[src/rtl/core_bus_arb.sv]
// core_bus_arb: round-robin fetch/LSU arbiter onto NUM_SLV address-decoded regions, one read outstanding (console write via CORE_BUS_CONSOLE_EN).
// Latency: grant and slave strobes are combinational; responses are registered one cycle after slv_rvld, decode miss or timeout.
// Backpressure: requesters hold req_en until gnt; both grants stay low while a read is outstanding.
module core_bus_arb #(
  parameter int NUM_SLV    = 2,
  parameter int ADDR_WIDTH = 32,
  parameter int DATA_WIDTH = 32,
  parameter int BYTE_WIDTH = 8,
  parameter int STRB_WIDTH = DATA_WIDTH / BYTE_WIDTH,
  parameter logic [NUM_SLV*ADDR_WIDTH-1:0] SLV_BASE = {32'hFFFF_1000, 32'hFFFF_0000},
  parameter logic [NUM_SLV*ADDR_WIDTH-1:0] SLV_LEN  = {32'h0000_1000, 32'h0000_1000},
  parameter int TIMEOUT    = 16,
  parameter logic [ADDR_WIDTH-1:0] CONSOLE_ADDR = 32'hFFFF_2000
) (
  input  logic                          CLK,
  input  logic                          RSTN,
  input  logic                          inst_req_en,
  input  logic [ADDR_WIDTH-1:0]         inst_req_addr,
  output logic                          inst_req_gnt,
  output logic [DATA_WIDTH-1:0]         inst_rsp_rdata,
  output logic                          inst_rsp_rvld,
  output logic                          inst_rsp_err,
  input  logic                          lsu_req_en,
  input  logic [ADDR_WIDTH-1:0]         lsu_req_addr,
  input  logic [DATA_WIDTH-1:0]         lsu_req_wdata,
  input  logic [STRB_WIDTH-1:0]         lsu_req_wen,
  output logic                          lsu_req_gnt,
  output logic [DATA_WIDTH-1:0]         lsu_rsp_rdata,
  output logic                          lsu_rsp_rvld,
  output logic                          lsu_rsp_err,
  output logic [NUM_SLV-1:0]            slv_en,
  output logic [ADDR_WIDTH-1:0]         slv_addr,
  output logic [DATA_WIDTH-1:0]         slv_wdata,
  output logic [STRB_WIDTH-1:0]         slv_wen,
  input  logic [NUM_SLV*DATA_WIDTH-1:0] slv_rdata,
  input  logic [NUM_SLV-1:0]            slv_rvld
);

  localparam int IDX_W = (NUM_SLV > 1) ? $clog2(NUM_SLV) : 1;
  localparam int CNT_W = $clog2(TIMEOUT);
  localparam logic [CNT_W-1:0] CNT_LAST = CNT_W'(TIMEOUT - 1);
`ifdef CORE_BUS_CONSOLE_EN
  localparam logic CONSOLE_EN = 1'b1;
`else
  localparam logic CONSOLE_EN = 1'b0;
`endif

  typedef enum logic {S_IDLE, S_WAIT} state_t;

  state_t                  state, state_nxt;
  logic                    last_lsu;
  logic                    owner_lsu;
  logic [IDX_W-1:0]        idx;
  logic [CNT_W-1:0]        cnt;

  logic                    sel_lsu;
  logic                    req_any;
  logic [ADDR_WIDTH-1:0]   req_addr;
  logic [STRB_WIDTH-1:0]   req_wen;
  logic                    req_write;
  logic                    hit;
  logic [IDX_W-1:0]        hit_idx;
  logic                    con_match;
  logic                    console_hit;
  logic                    dec_err;
  logic                    slv_go;
  logic                    rsp_hit;
  logic [DATA_WIDTH-1:0]   rd_data;

  // On a conflict the requester that did not win last time gets the bus.
  always_comb begin
    sel_lsu = 1'b0;
    if (inst_req_en && lsu_req_en) sel_lsu = ~last_lsu;
    else                           sel_lsu = lsu_req_en;
  end

  assign req_any   = (state == S_IDLE) && (inst_req_en || lsu_req_en);
  assign req_addr  = sel_lsu ? lsu_req_addr : inst_req_addr;
  assign req_wen   = sel_lsu ? lsu_req_wen : '0;
  assign req_write = |req_wen;

  // Descending scan so the lowest matching region wins; 33-bit compare avoids wrap.
  always_comb begin
    hit     = 1'b0;
    hit_idx = '0;
    for (int i = NUM_SLV - 1; i >= 0; i--) begin
      if (({1'b0, req_addr} >= {1'b0, SLV_BASE[i*ADDR_WIDTH +: ADDR_WIDTH]}) &&
          ({1'b0, req_addr} <  ({1'b0, SLV_BASE[i*ADDR_WIDTH +: ADDR_WIDTH]} +
                                {1'b0, SLV_LEN[i*ADDR_WIDTH +: ADDR_WIDTH]}))) begin
        hit     = 1'b1;
        hit_idx = IDX_W'(i);
      end
    end
  end

  assign con_match   = (req_addr == CONSOLE_ADDR);
  assign console_hit = CONSOLE_EN && sel_lsu && req_write && con_match;
  assign dec_err     = !console_hit && (!hit || (CONSOLE_EN && con_match));
  assign slv_go      = req_any && !console_hit && !dec_err;

  assign inst_req_gnt = req_any && !sel_lsu;
  assign lsu_req_gnt  = req_any && sel_lsu;

  always_comb begin
    slv_en    = '0;
    slv_addr  = '0;
    slv_wdata = '0;
    slv_wen   = '0;
    if (slv_go) begin
      slv_en[hit_idx] = 1'b1;
      slv_addr        = req_addr;
      slv_wdata       = sel_lsu ? lsu_req_wdata : '0;
      slv_wen         = req_wen;
    end
  end

  assign rsp_hit = slv_rvld[idx];
  assign rd_data = slv_rdata[int'(idx)*DATA_WIDTH +: DATA_WIDTH];

  always_comb begin
    state_nxt = state;
    case (state)
      S_IDLE: if (slv_go && !req_write) state_nxt = S_WAIT;
      S_WAIT: if (rsp_hit || cnt == CNT_LAST) state_nxt = S_IDLE;
      default: state_nxt = S_IDLE;
    endcase
  end

  always_ff @(posedge CLK or negedge RSTN) begin
    if (!RSTN) state <= S_IDLE;
    else       state <= state_nxt;
  end

  always_ff @(posedge CLK or negedge RSTN) begin
    if (!RSTN) begin
      last_lsu       <= 1'b0;
      owner_lsu      <= 1'b0;
      idx            <= '0;
      cnt            <= '0;
      inst_rsp_rdata <= '0;
      inst_rsp_rvld  <= 1'b0;
      inst_rsp_err   <= 1'b0;
      lsu_rsp_rdata  <= '0;
      lsu_rsp_rvld   <= 1'b0;
      lsu_rsp_err    <= 1'b0;
    end else begin
      inst_rsp_rvld <= 1'b0;
      inst_rsp_err  <= 1'b0;
      lsu_rsp_rvld  <= 1'b0;
      lsu_rsp_err   <= 1'b0;
      if (state == S_IDLE) begin
        if (req_any) begin
          last_lsu <= sel_lsu;
          if (dec_err) begin
            if (sel_lsu) begin
              lsu_rsp_err <= 1'b1;
              if (!req_write) begin
                lsu_rsp_rvld  <= 1'b1;
                lsu_rsp_rdata <= '0;
              end
            end else begin
              inst_rsp_err   <= 1'b1;
              inst_rsp_rvld  <= 1'b1;
              inst_rsp_rdata <= '0;
            end
          end else if (slv_go && !req_write) begin
            owner_lsu <= sel_lsu;
            idx       <= hit_idx;
            cnt       <= '0;
          end
        end
      end else begin
        cnt <= cnt + CNT_W'(1);
        // Data arriving on the last wait cycle beats the timeout.
        if (rsp_hit || cnt == CNT_LAST) begin
          if (owner_lsu) begin
            lsu_rsp_rvld  <= 1'b1;
            lsu_rsp_err   <= !rsp_hit;
            lsu_rsp_rdata <= rsp_hit ? rd_data : '0;
          end else begin
            inst_rsp_rvld  <= 1'b1;
            inst_rsp_err   <= !rsp_hit;
            inst_rsp_rdata <= rsp_hit ? rd_data : '0;
          end
        end
      end
    end
  end

`ifdef CORE_BUS_CONSOLE_EN
  always_ff @(posedge CLK) begin
    if (RSTN && req_any && console_hit) $write("%c", lsu_req_wdata[7:0]);
  end
`endif

endmodule

[config.mk]
export PLATFORM = sky130hd
export DESIGN_NAME = core_bus_arb
export DESIGN_NICKNAME = d
export VERILOG_FILES = /design/src/rtl/core_bus_arb.sv
export SDC_FILE = /design/constraint.sdc
export NUM_CORES = 1
export LEC_CHECK = 0
export BUFFER_PORTS_ARGS = -buffer_cell sky130_fd_sc_hd__buf_2
export CORE_AREA = 2 2 120 122
export DETAILED_ROUTE_END_ITERATION = 6
export DIE_AREA = 0 0 122 124
export GPL_TIMING_DRIVEN = 0
export HOLD_SLACK_MARGIN = 0.12
export PLACE_DENSITY = 0.66
export SYNTH_ARGS = -nofsm -noshare
export SYNTH_HDL_FRONTEND = slang
export SYNTH_SLANG_ARGS = --single-unit
[constraint.sdc]
create_clock -name CLK -period 2.04 [get_ports CLK]
set_input_delay 0.102 -clock CLK [delete_from_list [all_inputs] [get_ports CLK]]
set_output_delay 0.102 -clock CLK [all_outputs]
set_load 0.02 [all_outputs]
==> qor.json <==
{
  "cells_and_area": {
    "utilization": 0.531,
    "n_fill_cell": 1341,
    "layout-drive-gt1-share": 0.504,
    "layout.area.seq_mm2": 0.00190,
    "antennaDiodeCount": 0,
    "num-nets-final": 984,
    "areaGrowthSynthToFinish_pct": 59.6,
    "multi_input_comb_area_mm2": 0.00255
  },
  "synth": {
    "ff_latch_count_synth": 76,
    "synth.avg_cell_area_um2": 9.59,
    "number_of_cells_produced_by_synthesis": 476,
    "yosys.cell_count.top_type": "mux2i_1",
    "post_synth_most_frequent_cells": "mux2i_1 (96), dfrtp_1 (76), a21oi_1 (45)",
    "synthArstFlopShare": 1.00,
    "syn_area_mm2": 0.00457,
    "synth-main-ff-cell": "dfrtp_1",
    "synth-warning-count": 0,
    "count_of_flip_flops_with_a_built_in_enable_after_synthesis": 0,
    "yosys.cell_types.count": 44,
    "synth_top_area_frac": 0.416,
    "proportion_of_synthesized_chip_area_in_sequential_cells": 0.416,
    "post-synth-top-area-cell": "dfrtp_1",
    "post_synth_main_area_contributors": "dfrtp_1 (42%), mux2i_1 (21%), and3_1 (5.1%), a21oi_1 (4.9%), a31oi_1 (4.5%)"
  },
  "job": {
    "cap_violations": 0
  },
  "status": {
    "violations": "negative setup slack",
    "outcome": "finished, violations left"
  },
  "timing": {
    "grt_setup_unrepaired": "yes",
    "setup_viol": 117,
    "layout_setup_ws_ns": -0.352,
    "fin_setup_tns_ns": -24.93,
    "clock-skew-final_ns": 0.00692,
    "min_period_ns": 2.39,
    "relative_max_transition_margin": 0.611,
    "final_hold_viol_count": 0,
    "drv_slew": 0,
    "period_utilization_post_route": 1.17,
    "worst_slew_pin_slew_ns": 0.584,
    "max_clock_freq_mhz": 418
  },
  "global_routing": {
    "number_of_global_route_vias_before_repair": 4688,
    "gr-total-overflow": 0,
    "global_route.usage.total": 0.237,
    "global_route_wire_length_before_repair_um": 26900,
    "grt_antenna_before_repair": 0,
    "grt_start_max_net_pins": 44
  },
  "worst_setup_path": {
    "timing.critical_path.depth": 9,
    "timing.rr.end": "inst_rsp_rdata[30]",
    "arrival_time_of_data_at_the_critical_path_endpoint_ns": 2.29,
    "r2r_setup_slack_ns": -0.25,
    "worst-path-buf-inv": 5,
    "cpMostUsedCell": "buf_6",
    "endpoint_kind": "primary output",
    "critical_path.reg2reg.startpoint": "last_lsu",
    "cp_slowest_stage_delay_ns": 0.42,
    "worstSetupEndpoint": "slv_wdata[24]",
    "timing.critical_path.slowest_stage_cell": "dfrtp_1",
    "worstSetupStartpointType": "register",
    "ff2ff_path_depth": 6,
    "criticalPathCategory": "register to primary output",
    "cpLargestDelayFamily": "buffers and inverters",
    "cp_data_required_time_ns": 1.94,
    "timing.critical_path.fanout_max": 6,
    "crit_path_start": "last_lsu",
    "worstPathCellList": "a21bo_2, buf_6, nor4_4, o221ai_4, inv_2, buf_6, buf_6, and3_4, buf_6"
  },
  "cts": {
    "cts.reportedPaths.clkPinSlew_ns": 0.06,
    "cts_tree": "yes",
    "cts_buffer_depth": 2,
    "cts_made_buffers": 9,
    "clkLatencyLatePin_ns": 0.33,
    "cts_root_buf": "clkbuf_16",
    "numClockSinks": 76,
    "htree_levels": 3
  },
  "hold_path": {
    "min-delay-path-class": "primary input to register"
  },
  "floorplanning": {
    "die_area_mm2": 0.0151,
    "die_w_um": 122,
    "die_h_um": 124,
    "fp.coreArea_mm2": 0.0137,
    "io-pin-count": 310,
    "core.rowCount": 43,
    "initial_core_util": 0.333
  },
  "route": {
    "drt_drc_violations_left": 0,
    "detail_route.vias_per_cell": 5.03,
    "totalWireLength_um": 18700,
    "wire_per_inst_um": 18.8,
    "ant_nets": 0,
    "initialDrtViolationCount": 307,
    "via_count": 5017,
    "drt-pass1-iter-count": 4
  },
  "placed_design": {
    "place.gp.congestion": 0.909,
    "buffer_ports.inserted": 306,
    "post-dp-hpwl_um": 14200
  },
  "pwr": {
    "power.leakage_uw": 0.00428,
    "finalPower_uw": 3770,
    "powerDensity_mw_per_mm2": 517,
    "peakVddDrop_mv": 0.406
  }
}
[what timing repair did]
| item | CTS | global route |
|---|---|---|
| hold buffers | 1 | 0 |
| endpoints found under the hold margin | 33 | 0 |
| cloned | 2 | 0 |
| pin swaps | 12 | 13 |
| setup endpoints to repair | 139 | 143 |
| buffers inserted | 8 | 8 |
| gates resized for setup | 89 | 65 |
[cell usage in the layout (no fill, tap or decap), types with 4 or more instances in the layout]
| cell | count |
|---|---|
| dfrtp_1 | 76 |
| nand4_1 | 7 |
| clkbuf_2 | 7 |
| mux2i_1 | 96 |
| and3_4 | 14 |
| nand2_1 | 32 |
| a21oi_1 | 40 |
| inv_1 | 18 |
| buf_4 | 70 |
| o22ai_1 | 4 |
| a31oi_1 | 33 |
| buf_2 | 250 |
| clkbuf_16 | 9 |
| clkbuf_1 | 17 |
| nor3_1 | 32 |
| buf_6 | 29 |
| and3_1 | 23 |
[cells by family after synthesis]
| kind of cell | after synthesis | synth area share |
|---|---|---|
| and+or+nand+nor | 128 | 0.156 |
| AOI/OAI and AO/OA | 100 | 0.137 |
| muxes | 97 | 0.213 |
| DFF | 76 | 0.416 |
| buffers and inverters | 71 | 0.0704 |
| xor gates and xnor gates | 2 | 0.00384 |
| adders and majority gates | 1 | 0.00274 |
| other | 1 | 0.000821 |
[power by group]
part           internal (uW)  leakage [uW]  switching (uW)
sequential              1560       0.00101            30.4
clock                    942      0.000142             615
combinational            262       0.00314             358
[worst reg2reg max path: stages (launching register included)]
cell	delay, ns
dfrtp_1	0.42
a21boi_4	0.37
nor4_2	0.14
o22ai_1	0.50
buf_2	0.36
buf_2	0.28
a21oi_1	0.10
[state kept, by name, indices dropped and copies added (netlist names)]
name            flops
cnt                 4
state               1
inst_rsp_rdata     32
lsu_rsp_rvld        1
lsu_rsp_rdata      32
inst_rsp_rvld       1
idx                 1
owner_lsu           1
inst_rsp_err        1
last_lsu            1
lsu_rsp_err         1
[per-layer routing]
metal  global-route usage  up-vias  wire length (um)
li1                     -     2404                 -
met1                0.333     2402              8240
met2                0.352      195              8470
met3               0.0888       16              1860
met4               0.0424        0               167
met5                    0        -                 0
[cell type report]
class | count | area share
Inverter | 19 | 0.00978
Tap cell | 180 | 0.0309
Clock buffer | 9 | 0.0309
Timing Repair Buffer | 326 | 0.268
Multi-Input combinational cell | 331 | 0.350
Sequential cell | 76 | 0.261
Clock inverter | 6 | 0.00893
Buffer | 50 | 0.0398
[worst min path at each step]
stage,from,to,slack (ns),cells past startpoint
4_1_cts,lsu_req_addr[12],idx,0.16,3
3_5_place_dp,RSTN,inst_rsp_rdata[20],0.09,1
6_report,lsu_req_addr[12],idx,0.17,3
2_1_floorplan,RSTN,cnt[0],-0.19,0
5_1_grt,lsu_req_addr[12],idx,0.21,3
3_3_place_gp,lsu_req_addr[12],idx,0.47,3
[metrics by stage]
step	hold WS, ns	cells	instance area (um2)	setup WS, ns
detailed placement	0.0914	966	6370	-0.404
floorplan	-0.194	478	4570	0.0400
global placement	0.470	964	6330	-0.788
global route	0.211	997	7290	-0.453
finish	0.168	997	7290	-0.352
CTS	0.159	991	7010	-0.357
Note: power is estimated with default switching activity, not from simulation.
